$ cat src/rtl/reorder_buffer_pkg.sv
// reorder_buffer_pkg: shared types for the reorder buffer request tagger
package reorder_buffer_pkg;
  typedef enum logic [1:0] {RUN, DRAIN, DRAINED} state_e;
endpackage

$ cat src/rtl/skid_buffer.sv
// skid_buffer: 2-entry FIFO whose head is driven from registers and reads as zero while empty
module skid_buffer #(
  parameter int W = 8
) (
  input  logic         clk,
  input  logic         rst,
  input  logic         push_i,
  input  logic         pop_i,
  input  logic [W-1:0] data_i,
  output logic         valid_o,
  output logic [1:0]   count_o,
  output logic [W-1:0] data_o
);
  logic [W-1:0] mem_q [2];
  logic         head_q, tail_q;
  logic [1:0]   count_q, count_d;
  logic         do_pop;
  assign valid_o = count_q != 2'd0;
  assign count_o = count_q;
  assign do_pop  = pop_i && valid_o;
  assign data_o  = valid_o ? mem_q[head_q] : '0;
  // The caller never pushes while full, so no overflow guard is needed here
  always_comb count_d = count_q + {1'b0, push_i} - {1'b0, do_pop};
  always_ff @(posedge clk or posedge rst) begin
    if (rst) begin
      mem_q   <= '{default: '0};
      head_q  <= 1'b0;
      tail_q  <= 1'b0;
      count_q <= 2'd0;
    end else begin
      if (push_i) begin
        mem_q[tail_q] <= data_i;
        tail_q        <= ~tail_q;
      end
      if (do_pop) head_q <= ~head_q;
      count_q <= count_d;
    end
  end
endmodule

$ cat src/rtl/reorder_buffer_request_tagger.sv
// reorder_buffer_request_tagger: tags each accepted request with the reorder buffer index
// reserved in the same cycle, buffers it in a 2-entry skid buffer, and supports draining.
module reorder_buffer_request_tagger
  import reorder_buffer_pkg::*;
#(
  parameter int WIDTH       = 8,
  parameter int DEPTH       = 8,
  parameter int INDEX_WIDTH = $clog2(DEPTH)
) (
  input  logic                   clock,
  input  logic                   reset,
  input  logic                   in_valid,
  output logic                   in_ready,
  input  logic [WIDTH-1:0]       in_data,
  output logic                   reserve_enable,
  input  logic [INDEX_WIDTH-1:0] reserve_index,
  input  logic                   reserve_full,
  output logic                   out_valid,
  input  logic                   out_ready,
  output logic [WIDTH-1:0]       out_data,
  output logic [INDEX_WIDTH-1:0] out_tag,
  input  logic                   drain_request,
  output logic                   drained
);
  state_e                        state_q, state_d;
  logic [1:0]                    count;
  logic                          accept;
  logic [WIDTH+INDEX_WIDTH-1:0]  head;
  // Readiness depends only on local state, never on out_ready
  assign in_ready       = !reset && state_q == RUN && !drain_request && !reserve_full && count != 2'd2;
  assign accept         = in_valid && in_ready;
  assign reserve_enable = accept;
  assign drained        = state_q == DRAINED;
  assign {out_data, out_tag} = head;
  always_comb
    state_d = (state_q == RUN && drain_request)      ? DRAIN   :
              (state_q == DRAIN && count == 2'd0)    ? DRAINED :
              (state_q == DRAINED && !drain_request) ? RUN     : state_q;
  always_ff @(posedge clock or posedge reset) begin
    if (reset) state_q <= RUN;
    else       state_q <= state_d;
  end
  skid_buffer #(.W(WIDTH + INDEX_WIDTH)) u_skid (
    .clk     (clock),
    .rst     (reset),
    .push_i  (accept),
    .pop_i   (out_ready),
    .data_i  ({in_data, reserve_index}),
    .valid_o (out_valid),
    .count_o (count),
    .data_o  (head)
  );
endmodule

$ cat config.mk
export PLATFORM = sky130hd
export DESIGN_NAME = reorder_buffer_request_tagger
export DESIGN_NICKNAME = d
export VERILOG_FILES = /design/src/rtl/reorder_buffer_pkg.sv /design/src/rtl/skid_buffer.sv /design/src/rtl/reorder_buffer_request_tagger.sv
export SDC_FILE = /design/constraint.sdc
export NUM_CORES = 1
export LEC_CHECK = 0
export BUFFER_PORTS_ARGS = -buffer_cell sky130_fd_sc_hd__buf_2
export CAP_MARGIN = 20
export CORE_MARGIN = 5
export CORE_UTILIZATION = 35
export CTS_CLUSTER_SIZE = 10
export DETAILED_ROUTE_END_ITERATION = 10
export GPL_TIMING_DRIVEN = 0
export HOLD_SLACK_MARGIN = 0.12
export PLACE_DENSITY = 0.54
export SETUP_SLACK_MARGIN = 0.3
export SYNTH_ARGS = -nofsm -noshare
export SYNTH_HDL_FRONTEND = slang
export SYNTH_SLANG_ARGS = --single-unit
$ cat constraint.sdc
create_clock -name clock -period 1.98 [get_ports clock]
set_input_delay 0.396 -clock clock [delete_from_list [all_inputs] [get_ports clock]]
set_output_delay 0.396 -clock clock [all_outputs]
set_load 0.01 [all_outputs]
# Yosys cells after proc, flatten, opt, wreduce, memory -nomap -nowiden
# Index checks and enable logic that the tools add are counted.
totals:
  register_bits: 28
  output_inout_bits: 15
  elab_cells: 45
  inputBits: 17
classes:
  mux: 10
  addsub: 2
  magnitude_cmp: 3
  reduce_logical: 17
  eq_ne: 3
  n_bitwise: 4
op_table:
  columns: ["op", "n"]
  rows:
  - ["$mux 11", 5]
  - ["$bwmux 22", 1]
  - ["$demux 11 s1", 1]
  - ["$logic_and 1x1->1", 10]
  - ["$mux 2", 3]
  - ["$ge 2x2->1 const B", 2]
  - ["$logic_not 2->1", 2]
  - ["$not 1->2", 2]
  - ["$logic_not 1->1", 3]
  - ["$reduce_bool 3->1", 1]
  - ["$add 2x1->2", 1]
  - ["$eq 2x1->1 const B", 1]
  - ["$eq 2x2->1 const B", 1]
  - ["$lt 2x1->1 const B", 1]
  - ["$ne 2x2->1 const B", 1]
  - ["$not 1->1", 2]
  - ["$reduce_bool 2->1", 1]
  - ["$sub 2x1->2", 1]

# Logic depth before layout (Yosys ltp)
# Gate-level depths: netlist (run 1).
logic_depth:
  word_depth: 8
  depth_mapped: 8
  mapped_depth_nobuf: 8

# Cells and area by module
# From an unflattened synthesis (run 1), not the netlist that was laid out.
unflattened:
  hier_cells: 104
  hier_area_um2: 1365.1
modules_own_cells:
  columns: ["mod", "cells_each", "seq_area_each_um2", "n_inst", "area_each_um2"]
  rows:
  - ["skid_buffer", 89, 650.6, 1, 1228.7]
  - ["reorder_buffer_request_tagger", 15, 50.0, 1, 136.4]

# Worst setup path before layout (run 1)
# OpenSTA, ideal clock, no wires.
synth_path:
  path_kind: "flip-flop to flip-flop"
  start: "register u_skid.count_q[1] (netlist: u_skid.count_o[1])"
  end: "register u_skid.count_q[1] (netlist: u_skid.count_o[1])"
  required_time_ns: 1.857
  path_slack_ns: 0.274
  period_less_slack_ns: 1.706
  arrival_ns: 1.583
  stages_incl_launch_ff: 9
  setup_time_ns: 0.123
  n_path_buf: 0
  cell_sequence: "dfrtp_1 nor2_1 inv_1 and2_1 ha_1 inv_1 ha_1 xnor2_1 xnor2_1"
synth_between:
  word_cells_on_any_way: 7
  cone_classes: "add/sub (2); eq/ne (1); reduce/logical (4)"
synth_rtl:
  columns: ["element", "line_no", "rtl"]
  rows:
  - ["from (decl)", "skid_buffer.sv:16", "logic [1:0] count_q, count_d;"]
  - ["from (signal assigned)", "skid_buffer.sv:36", "count_q <= count_d;"]
  - ["$reduce_bool 2->1", "skid_buffer.sv:18", "assign valid_o = count_q != 2'd0;"]
  - ["named net out_valid", "reorder_buffer_request_tagger.sv:18", "output logic out_valid,"]
  - ["$logic_and 1x1->1", "skid_buffer.sv:20", "assign do_pop = pop_i && valid_o;"]
  - ["named net u_skid.do_pop", "skid_buffer.sv:17", "logic do_pop;"]
  - ["$sub 2x1->2", "skid_buffer.sv:23", "always_comb count_d = count_q + {1'b0, push_i} - {1'b0, do_pop};"]
  - ["named net u_skid.count_d[1]", "skid_buffer.sv:16", null]
# The timed path passes the listed nets, and every way through them passes these cells.
# A chain may end at the register's enable or synchronous reset.

# Worst setup path in the final report (run 1)
layout_path:
  start: "register u_skid.count_q[1] (netlist: u_skid.count_o[1])"
  end: "output out_data[6]"
layout_between:
  elab_chain_len: 2
layout_rtl:
  columns: ["element", "line_no", "rtl"]
  rows:
  - ["$reduce_bool 2->1", "skid_buffer.sv:18", null]
  - ["$mux 11", "skid_buffer.sv:21", "assign data_o = valid_o ? mem_q[head_q] : '0;"]
  - ["to (decl)", "reorder_buffer_request_tagger.sv:20", "output logic [WIDTH-1:0] out_data,"]
# Every way passes these cells.

==> impl_metrics.py, run 1 <==
metrics = {
    "run_status": {
        "status": "completed",
    },
    "clocking": {
        "insertion_delay_ns": 0.26,
        "cts_made_buffers": 3,
        "clk_pin_slew_ns": 0.09,
        "cts_buffer_depth": 2,
        "cts.sinks": 28,
        "htreeDepth": 1,
        "cts-root-buf": "clkbuf_8",
        "cts_tree": "yes",
    },
    "timing": {
        "whs_ns": 0.374,
        "fin_crit_sh_pct": 84.1,
        "period_needed_ns": 1.67,
        "relSlewSlack_pct": 80.3,
        "rsz0062_at_grt": "yes",
        "hold_viol": 0,
        "max_freq_mhz": 600,
        "fin_skew_ns": 0.00470,
        "worstMarginPinSlew_ns": 0.296,
        "worst_slack_ns": 0.315,
        "drv_slew": 0,
        "setup-violations-final": 0,
        "setup_tns_ns": 0,
    },
    "synth": {
        "syn_area_per_cell_sq_um": 13.7,
        "synth_cells": 103,
        "synth.most_common_cell": "dfrtp_1",
        "yosysWarnings": 0,
        "ys_seq_elements": 28,
        "syn_area_sq_um": 1410,
        "synth.distinct_cells": 23,
        "async_flop_share_pct": 100,
        "synth_area_leaders": "dfrtp_1, mux2_4, mux2i_1",
        "ys_top_cells_by_count": "dfrtp_1, mux2_4, nor2_1",
        "synth_edf_count": 0,
        "yosys.area.top_type": "dfrtp_1",
        "syn_nets": 122,
        "ys.flop_type": "dfrtp_1",
        "yosysSeqAreaShare_pct": 49.7,
        "synth_top_area_share_pct": 49.7,
    },
    "grt": {
        "grtUsageMet1_pct": 14.9,
        "overflow": 0,
        "track_usage_pct": 11.3,
        "grt_pass1_wl_mm": 4.77,
        "grt_max_degree": 29,
        "antenna_found_initial": 0,
        "met3_usage_pct": 3.01,
        "met2_usage_pct": 18.8,
        "grt_busiest_layer": "met2",
        "grt_pass1_vias": 963,
    },
    "pwr": {
        "seq_power_share_pct": 43.2,
        "power.switching_uw": 463,
        "p_leak_uw": 0.000981,
        "p_per_area_nw_per_um2": 812,
        "ir_worst_vdd_mv": 0.475,
        "swShare_pct": 30.7,
        "power.share.clock_pct": 19.6,
        "p_int_uw": 1050,
        "p_comb_share_pct": 37.2,
    },
    "placed_design": {
        "dp.cells": 184,
        "io_buffers": 31,
        "dp_slack_ns": 0.208,
        "dp_hpwl_mm": 2.01,
        "routabilityCongestion": 0.690,
    },
    "floorplan": {
        "initial_core_util_pct": 35.7,
        "num_rows": 23,
        "io_pins": 32,
        "fp.dieW_microns": 73.4,
        "dieArea_sq_um": 5390,
        "coreArea_sq_um": 3940,
        "die_y_microns": 73.4,
    },
    "detailed_routing": {
        "drtAntennaViolNets": 0,
        "wire_per_inst_microns": 15.1,
        "drc": 0,
        "drt-pass1-iter-count": 4,
        "via_per_inst": 4.74,
        "drt_iter0_markers": 18,
        "routed_wirelength_mm": 2.98,
        "dr_total_vias": 933,
    },
    "setup_path": {
        "worst-r2r-cell-count": 8,
        "cp_slowest_stage_delay_ns": 0.46,
        "end_kind": "output pin",
        "cp_slowest_cell": "dfrtp_2",
        "required_ns": 1.58,
        "path_cells": "nor2_4, buf_8, nor2_1, buf_2",
        "crit_buf_inv": 2,
        "crit_arrival_ns": 1.27,
        "criticalPathCategory": "reg2out",
        "cp_max_fo": 10,
        "cp.depth": 4,
        "rrSetupSlack_ns": 0.34,
        "cp-startpoint": "u_skid.count_o[1]",
        "r2r-start": "u_skid.count_o[1]",
        "worst_setup_path_start_kind": "flop",
        "critPathTopFamily": "flip-flops",
    },
    "hold_path": {
        "worst_hold_path_type": "in2reg",
        "min-delay-start": "in_data[2]",
        "hold_depth": 2,
    },
    "cells_and_area": {
        "n_fill_cell": 357,
        "regArea_sq_um": 703,
        "syn_to_final_growth_pct": 32.0,
        "diodes": 0,
        "drive_gt1_share_pct": 57.8,
        "layoutNonFillerInstCount": 197,
        "multiInputGateArea_sq_um": 718,
        "finalNetCount": 168,
    },
    "run": {
        "cap_violations": 0,
    },
}
flip-flops by register name (all words and copies together), names as in the netlist:
signal and cells:
u_skid.head_q 1, u_skid.count_o 2, u_skid.mem_q 22, u_skid.tail_q 1
state_q 2
layer usage:
metal,vias to the layer above,share of wire (%)
met2,22,48
met4,0,0.37
met3,2,5.6
met1,472,46
met5,-,0
li1,437,-
power by group through the flow:
stage	Clock (uW)	Sequential (uW)	Combinational (uW)
after floorplan	0	643	228
after global placement	0	649	316
after detailed placement	0	651	326
after CTS	307	638	443
after global routing	332	658	607
final	297	652	561
cell type report:
class	count	area share [%]
buffer	4	3.57
sequential	28	37.8
tap	50	3.36
timing repair buffer	41	13.6
clock buffer	3	2.22
multi-input combinational	67	38.6
inverter	4	0.808
path summary, 6_finish.rpt:
kind | end
max in group asynchronous | state_q[0]
max | out_data[6]
min in group asynchronous | u_skid.count_o[1]
min reg2reg | u_skid.mem_q[18]
min | u_skid.mem_q[5]
max reg2reg | u_skid.count_o[1]
layout by cell type, fill, tap and decap left out:
cell type,netlist,routed
nand2_1,5,5
mux2i_1,11,10
xnor2_1,2,1
and2_4,0,1
nor2b_1,1,1
buf_8,0,1
inv_2,0,2
dlygate4sd3_1,0,1
nand4_2,1,1
buf_6,1,1
dfrtp_1,28,26
inv_1,4,2
xor2_1,2,2
mux2i_2,0,1
dfrtp_2,0,2
mux2_2,2,2
and4b_4,1,1
nor4b_4,1,1
clkbuf_8,0,3
buf_4,0,8
nand2b_4,0,1
and3_4,0,1
nor2_1,13,11
xnor2_2,0,1
buf_16,0,1
nor4_1,1,1
mux2_4,20,20
o21ai_0,2,2
buf_12,1,2
ha_4,0,2
buf_2,1,31
nor2_4,0,2
repair_timing:
item | 4_1_cts | 5_1_grt
buffers inserted | 4 | 4
setup endpoints to repair | 13 | 13
resized for setup | 10 | 14
hold buffers | 0 | 1
pin swaps | 3 | 6
endpoints found under the hold margin | 0 | 4
per-stage QoR:
stage | cell area (sq um) | total power (uW) | utilization, %
finish | 1860 | 1510 | 47.2
global route | 1860 | 1600 | 47.2
CTS | 1730 | 1390 | 43.9
detailed placement | 1630 | 977 | 41.3
global placement | 1630 | 965 | 41.3
floorplan | 1410 | 871 | -
worst register-to-register path: cells and delay by family, from the launching register on:
| family | cells | cell delay, ns |
|---|---|---|
| buf+inv | 2 | 0.09 |
| fa+ha+maj | 2 | 0.40 |
| flops | 1 | 0.46 |
| xor+xnor | 2 | 0.25 |
| simple gates | 2 | 0.34 |
cells by family (layout without fill, tap and decap cells):
family | count (synthesis) | count (layout) | share of synthesized area (%)
mux | 33 | 33 | 30.7
flops | 28 | 28 | 49.7
simple gates | 26 | 26 | 10.7
fa+ha+maj | 2 | 2 | 1.78
xor+xnor | 4 | 4 | 2.49
buf+inv | 8 | 52 | 3.91
compound gates | 2 | 2 | 0.711
(Power assumes the default switching activity.)
==> run 2, diff against run 1 <==
--- a/config.mk
+++ b/config.mk
@@ -5,6 +5,7 @@
 export SDC_FILE = /design/constraint.sdc
 export NUM_CORES = 1
 export LEC_CHECK = 0
+export ABC_AREA = 1
 export BUFFER_PORTS_ARGS = -buffer_cell sky130_fd_sc_hd__buf_2
 export CAP_MARGIN = 20
 export CORE_MARGIN = 5
==> constraint.sdc (replaced) <==
create_clock -name clock -period 1.7 [get_ports clock]
set_input_delay 0.34 -clock clock [delete_from_list [all_inputs] [get_ports clock]]
set_output_delay 0.34 -clock clock [all_outputs]
set_load 0.01 [all_outputs]
==> run 2 against run 1 <==
Sequential power grew 78%; die area grew 0.85%; synthesized cell count grew 68%; total power grew 120%; worst setup slack lost 0.28 ns; register-to-register slack lost 0.21 ns; wire length grew 48%; global-route usage grew 5.6 points; sequential share of layout area shrank 4.6 points; via count grew 49%; flip-flop and latch count is the same; combinational power grew to 3.1 times the previous value.
==> impl_metrics.py, run 2 <==
metrics = {
    "run_status": {
        "status": "completed",
    },
    "timing": {
        "fin_crit_sh_pct": 97.9,
        "rsz0062_at_grt": "yes",
        "hold_viol": 0,
        "max_freq_mhz": 601,
        "fin_skew_ns": 0.00446,
        "period_needed_ns": 1.66,
        "relSlewSlack_pct": 62.7,
        "worstMarginPinSlew_ns": 0.559,
        "drv_slew": 0,
        "setup-violations-final": 0,
    },
    "pwr": {
        "swShare_pct": 41.6,
        "ir_worst_vdd_mv": 0.543,
        "power.switching_uw": 1390,
        "p_per_area_nw_per_um2": 1580,
        "p_leak_uw": 0.00111,
        "p_int_uw": 1950,
        "seq_power_share_pct": 34.8,
        "p_comb_share_pct": 52.8,
        "power.share.clock_pct": 12.4,
        "power_uw": 3340,
    },
    "detailed_routing": {
        "drtAntennaViolNets": 0,
        "via_per_inst": 4.96,
        "drc": 0,
        "dr_total_vias": 1388,
        "drt-pass1-iter-count": 4,
        "drt_iter0_markers": 87,
        "wire_per_inst_microns": 15.8,
        "routed_wirelength_mm": 4.42,
    },
    "synth": {
        "synth.distinct_cells": 19,
        "yosysSeqAreaShare_pct": 49.3,
        "synth_top_family_by_area": "simple AND/OR/NAND/NOR gates",
        "synth_cells": 173,
        "yosys.area.top_type": "dfrtp_1",
        "ys_seq_elements": 28,
        "synth-xor-area-share_pct": 1.85,
        "ys.flop_type": "dfrtp_1",
        "syn_area_sq_um": 1420,
        "synth_edf_count": 0,
        "synth_compound_area_share_pct": 4.93,
        "ys_top_cells_by_count": "nand2_1, dfrtp_1, nand4_1",
        "yosys.area_share.simple_pct": 34.2,
        "synth_area_leaders": "dfrtp_1, nand2_1, nand4_1",
        "synth-adder-area-share_pct": 1.76,
        "synth.area.mux_share_pct": 0,
        "synth_top_area_share_pct": 49.3,
        "syn_area_per_cell_sq_um": 8.22,
        "synth.most_common_cell": "nand2_1",
        "yosysWarnings": 0,
        "async_flop_share_pct": 100,
        "syn_nets": 192,
    },
    "cells_and_area": {
        "largest_reg_flops": 22,
        "layout_common_cells": "nand2_1, buf_2, dfrtp_1",
        "diodes": 0,
        "finalNetCount": 250,
        "syn_to_final_growth_pct": 48.5,
        "top_register": "u_skid.mem_q",
        "layout_commonest_cell": "nand2_1",
        "post-route-util_pct": 53.2,
        "drive_gt1_share_pct": 41.3,
    },
    "floorplan": {
        "num_rows": 23,
        "io_pins": 32,
        "fp.dieW_microns": 73.8,
        "dieArea_sq_um": 5440,
        "coreArea_sq_um": 3970,
        "initial_core_util_pct": 35.8,
        "die_y_microns": 73.8,
    },
    "grt": {
        "overflow": 0,
        "grt_pass1_vias": 1406,
        "grt_pass1_wl_mm": 6.86,
        "grt_max_degree": 20,
        "antenna_found_initial": 0,
        "track_usage_pct": 16.8,
    },
    "clocking": {
        "cts_buffer_depth": 2,
        "cts_tree": "yes",
        "insertion_delay_ns": 0.28,
        "cts-root-buf": "clkbuf_8",
        "htreeDepth": 1,
        "clk_pin_slew_ns": 0.10,
        "cts_made_buffers": 3,
        "cts.sinks": 28,
    },
    "run": {
        "cap_violations": 0,
    },
    "placed_design": {
        "routabilityCongestion": 0.813,
        "dp_hpwl_mm": 2.67,
        "io_buffers": 30,
    },
    "hold_path": {
        "worst_hold_path_type": "in2reg",
    },
    "setup_path": {
        "worst_setup_path_start_kind": "flop",
        "end_kind": "output pin",
        "critPathTopFamily": "flip-flops",
        "required_ns": 1.36,
        "criticalPathCategory": "reg2out",
        "crit_arrival_ns": 1.32,
        "path_cells": "inv_2, buf_8, nand2_4, a21oi_2, buf_2",
        "crit_buf_inv": 3,
        "cp_slowest_stage_delay_ns": 0.44,
        "cp_slowest_cell": "dfrtp_1",
        "cp_max_fo": 5,
    },
}
-- run 2: changes by cell type in the layout (fill, tap and decap cells not counted), moves of 4 or more --
cell | previous run | this run
a21oi_1 | 0 | 7
a21oi_2 | 0 | 6
buf_4 | 8 | 14
buf_6 | 1 | 9
clkbuf_8 | 3 | 7
mux2_4 | 20 | 0
mux2i_1 | 10 | 0
nand2_1 | 5 | 64
nand2_2 | 0 | 5
nand2_4 | 0 | 5
nand4_1 | 0 | 22
nor2_1 | 11 | 2
-- run 2: final cells by class --
cell class / instances / area (sq um)
multi-input combinational: 123 / 726
clock buffer: 4 / 55.1
fill: 388 / 1860
buffer: 12 / 113
timing repair buffer: 53 / 413
tap: 50 / 62.6
inverter: 10 / 42.5
sequential: 28 / 701
-- run 2: layer usage --
| layer | track usage, % | routed length (microns) | vias up |
|---|---|---|---|
| met5 | 0 | 0 | - |
| met4 | 5.63 | 20 | 0 |
| met3 | 4.24 | 302 | 5 |
| met2 | 27.8 | 2260 | 45 |
| met1 | 21.4 | 1840 | 659 |
| li1 | - | - | 679 |
-- run 2: kinds of logic (layout without fill, tap and decap cells) --
family | Yosys count | in the layout
adder cells (fa/ha/maj) | 2 | 2
AO/OA/AOI/OAI | 14 | 14
AND/OR/NAND/NOR | 104 | 104
XOR/XNOR | 3 | 3
flip-flops | 28 | 28
buffers and inverters | 22 | 79
-- run 2: power by group through the flow --
stage / combinational (uW) / clock (uW) / sequential (uW)
2_1_floorplan: 769 / 0 / 1090
3_3_place_gp: 1100 / 0 / 1120
3_5_place_dp: 1140 / 0 / 1130
4_1_cts: 1550 / 427 / 1130
5_1_grt: 1920 / 459 / 1200
6_report: 1760 / 416 / 1160
-- run 2: worst register-to-register path, delay by kind of cell (launching register included) --
kind	cells	cell delay (ns)
flops	1	0.41
simple gates	6	0.55
buf+inv	4	0.49
-- run 2: through the flow --
stage	hold slack (ns)	std cells	instance area, sq um	TNS [ns]	worst slack [ns]
4_1_cts	0.289	273	1960	0	0.000653
5_1_grt	0.314	280	2110	-0.220	-0.0418
6_report	0.294	280	2110	0	0.0352
2_1_floorplan	0.405	173	1420	0	0.338
3_3_place_gp	0.454	253	1640	-0.143	-0.0431
3_5_place_dp	0.388	254	1660	-0.459	-0.0715
-- run 2: what timing repair did --
item                       CTS  global route
setup buffers               12             5
cloned                       2             2
pin swaps                    7            10
hold endpoints to repair     9             0
gates resized for setup     34            25
hold buffers                 1             0
setup endpoints to repair   16            40
-- run 2: worst paths after layout --
check                                 from                 to  slack (ns)  cells after the start
min in group asynchronous            reset  u_skid.count_o[1]        0.62                      3
min reg2reg                u_skid.mem_q[1]    u_skid.mem_q[1]        0.48                      2
min                          drain_request         state_q[0]        0.29                      3
max                          u_skid.head_q        out_data[0]        0.04                      5
max in group asynchronous            reset      u_skid.tail_q        0.63                      4
max reg2reg                     state_q[1]      u_skid.tail_q        0.13                     10
==> run 3, diff against run 2 <==
--- a/config.mk
+++ b/config.mk
@@ -10,12 +10,14 @@
 export CAP_MARGIN = 20
 export CORE_MARGIN = 5
 export CORE_UTILIZATION = 35
+export CTS_BUF_LIST = sky130_fd_sc_hd__clkbuf_8
 export CTS_CLUSTER_SIZE = 10
 export DETAILED_ROUTE_END_ITERATION = 10
 export GPL_TIMING_DRIVEN = 0
 export HOLD_SLACK_MARGIN = 0.12
-export PLACE_DENSITY = 0.54
+export PLACE_DENSITY = 0.53
 export SETUP_SLACK_MARGIN = 0.3
 export SYNTH_ARGS = -nofsm -noshare
 export SYNTH_HDL_FRONTEND = slang
+export SYNTH_HIERARCHICAL = 1
 export SYNTH_SLANG_ARGS = --single-unit
==> run 3 against run 2 <==
Sequential power shrank 36%; largest power group unchanged; synthesized area grew 4.2%; non-clock buffer count shrank 7; worst setup slack gained 0.049 ns; combinational power shrank 51%; clock power grew 28%; utilization shrank 1.7 points.
==> impl_metrics.py, run 3 <==
metrics = {
    "run_status": {
        "status": "completed",
    },
    "setup_path": {
        "worst-r2r-cell-count": 11,
        "path_cells": "inv_2, buf_6, nand2_1, a21oi_2, buf_2",
        "worst_setup_path_start_kind": "flop",
        "cp_max_fo": 5,
        "cp_slowest_cell": "dfrtp_1",
        "crit_arrival_ns": 1.28,
        "required_ns": 1.36,
        "criticalPathCategory": "reg2out",
        "cp_slowest_stage_delay_ns": 0.44,
        "end_kind": "output pin",
    },
    "synth": {
        "synth.most_common_cell": "nand2_1",
        "ys.flop_type": "dfrtp_1",
        "ys_seq_elements": 28,
        "yosysWarnings": 6,
        "syn_area_per_cell_sq_um": 8.77,
        "synth_cells": 169,
        "syn_area_sq_um": 1480,
        "ys_top_cells_by_count": "nand2_1, dfrtp_1, inv_1",
        "async_flop_share_pct": 100,
        "syn_nets": 188,
        "synth_edf_count": 0,
        "yosys.area.top_type": "dfrtp_1",
        "yosysSeqAreaShare_pct": 47.3,
        "synth.distinct_cells": 18,
        "synth_top_area_share_pct": 47.3,
        "synth_area_leaders": "dfrtp_1, nand2_1, o21ai_2",
    },
    "placed_design": {
        "dp_hpwl_mm": 2.30,
        "routabilityCongestion": 0.714,
        "io_buffers": 31,
        "placed_area_sq_um": 1710,
        "dp.cells": 250,
    },
    "cells_and_area": {
        "layout_common_cells": "nand2_1, buf_2, dfrtp_1",
        "finalNetCount": 244,
        "largest_reg_flops": 22,
        "n_fill_cell": 388,
        "layout_commonest_cell": "nand2_1",
        "syn_to_final_growth_pct": 40.8,
        "multiInputGateArea_sq_um": 682,
        "regArea_sq_um": 701,
        "layoutNonFillerInstCount": 274,
        "drive_gt1_share_pct": 50.0,
        "diodes": 0,
        "fin_area_sq_um": 2090,
        "top_register": "u_skid/mem_q",
    },
    "timing": {
        "relSlewSlack_pct": 62.3,
        "setup-violations-final": 0,
        "setup_tns_ns": 0,
        "fin_skew_ns": 0.00550,
        "fin_crit_sh_pct": 95.1,
        "rsz0062_at_grt": "yes",
        "hold_viol": 0,
        "max_freq_mhz": 619,
        "worstMarginPinSlew_ns": 0.565,
        "drv_slew": 0,
        "period_needed_ns": 1.62,
    },
    "floorplan": {
        "initial_core_util_pct": 36.5,
        "num_rows": 23,
        "coreArea_sq_um": 4060,
        "dieArea_sq_um": 5640,
        "die_y_microns": 75.1,
        "io_pins": 32,
        "fp.dieW_microns": 75.1,
    },
    "clocking": {
        "cts_buffer_depth": 2,
        "cts.sinks": 28,
        "cts_tree": "yes",
        "cts_made_buffers": 3,
        "cts-root-buf": "clkbuf_8",
        "htreeDepth": 1,
        "insertion_delay_ns": 0.27,
        "clk_pin_slew_ns": 0.10,
    },
    "hold_path": {
        "worst_hold_path_type": "in2async",
    },
    "detailed_routing": {
        "drc": 0,
        "drt_iter0_markers": 53,
        "drt-pass1-iter-count": 4,
        "wire_per_inst_microns": 13.0,
        "drtAntennaViolNets": 0,
        "routed_wirelength_mm": 3.55,
        "dr_total_vias": 1254,
        "via_per_inst": 4.58,
    },
    "grt": {
        "overflow": 0,
        "grt_pass1_wl_mm": 5.97,
        "grt_pass1_vias": 1360,
        "grt_max_degree": 27,
        "track_usage_pct": 14.0,
        "antenna_found_initial": 0,
    },
    "pwr": {
        "ir_worst_vdd_mv": 0.351,
        "p_per_area_nw_per_um2": 1030,
        "p_leak_uw": 0.00108,
    },
    "run": {
        "cap_violations": 0,
    },
}
run 3: cell types whose count changed after synthesis, sizes merged, moves of 2 or more:
cell    previous run  this run
a21oi             13        11
buf                8         6
clkbuf             4         1
inv               10        26
nand2             74        62
nand4             22         0
o21ai              1        23
xnor2              2         0
run 3: critical path, delay by kind of cell (launching register included):
kind            cells  cell delay (ns)
buf+inv             3             0.40
flops               1             0.44
simple gates        1             0.06
compound gates      1             0.11
run 3: path summary, 6_finish.rpt:
kind	from	end	slack, ns
min in group clock	drain_request	state_q[0]	0.30
hold / removal	reset	u_skid/mem_q[19]	0.12
max in group asynchronous	reset	u_skid/mem_q[0]	1.11
setup reg to reg	u_skid/count_o[0]	u_skid/count_o[1]	0.17
hold reg to reg	u_skid/mem_q[6]	u_skid/mem_q[6]	0.49
setup / recovery	u_skid/head_q	out_data[5]	0.08
run 3: metrics by stage:
step	utilization, %	power (uW)	worst slack, ns	hold slack [ns]
after floorplan	-	1080	0.301	0.0812
after global placement	42.1	1210	0.172	0.209
after detailed placement	42.1	1220	0.171	0.214
after CTS	48.8	2040	0.0798	0.291
after global routing	51.4	2270	0.0335	0.158
final	51.4	2140	0.0839	0.116
run 3: where the power goes:
part / internal (uW) / leakage [uW] / switching [uW]
clock: 315 / 0.0000357 / 216
sequential: 704 / 0.000375 / 41.4
combinational: 428 / 0.000669 / 437
run 3: layer usage:
layer  track usage [%]  up-vias  part of all wire [%]
met5                 0        -                     0
met2              25.9       23                    53
met3              2.27        2                   4.0
met1              16.6      601                    42
met4              3.75        0                  0.53
li1                  -      628                     -
run 3: cells by family (layout without fill, tap and decap cells):
logic type      Yosys count  in the layout  synth area share [%]
flops                    28             28                  47.3
simple gates             71             71                  19.3
xor+xnor                  1              1                 0.591
compound gates           34             34                  19.6
fa+ha+maj                 2              2                  1.69
buf+inv                  33             88                  11.6
run 3: cell type report:
| class | instances | area share [%] |
|---|---|---|
| clock buffer | 3 | 1.98 |
| multi-input combinational | 108 | 32.7 |
| buffer | 7 | 4.92 |
| inverter | 26 | 4.68 |
| clock inverter | 1 | 1.44 |
| timing repair buffer | 51 | 17.7 |
| sequential | 28 | 33.6 |
| tap | 50 | 3.00 |
run 3: timing repair:
action / in CTS / in global routing
cloned: 2 / 0
buffers inserted: 12 / 4
gates resized for setup: 20 / 11
endpoints found under the setup margin: 36 / 39
endpoints found under the hold margin: 2 / 0
pin swaps: 2 / 4
hold buffers: 1 / 0
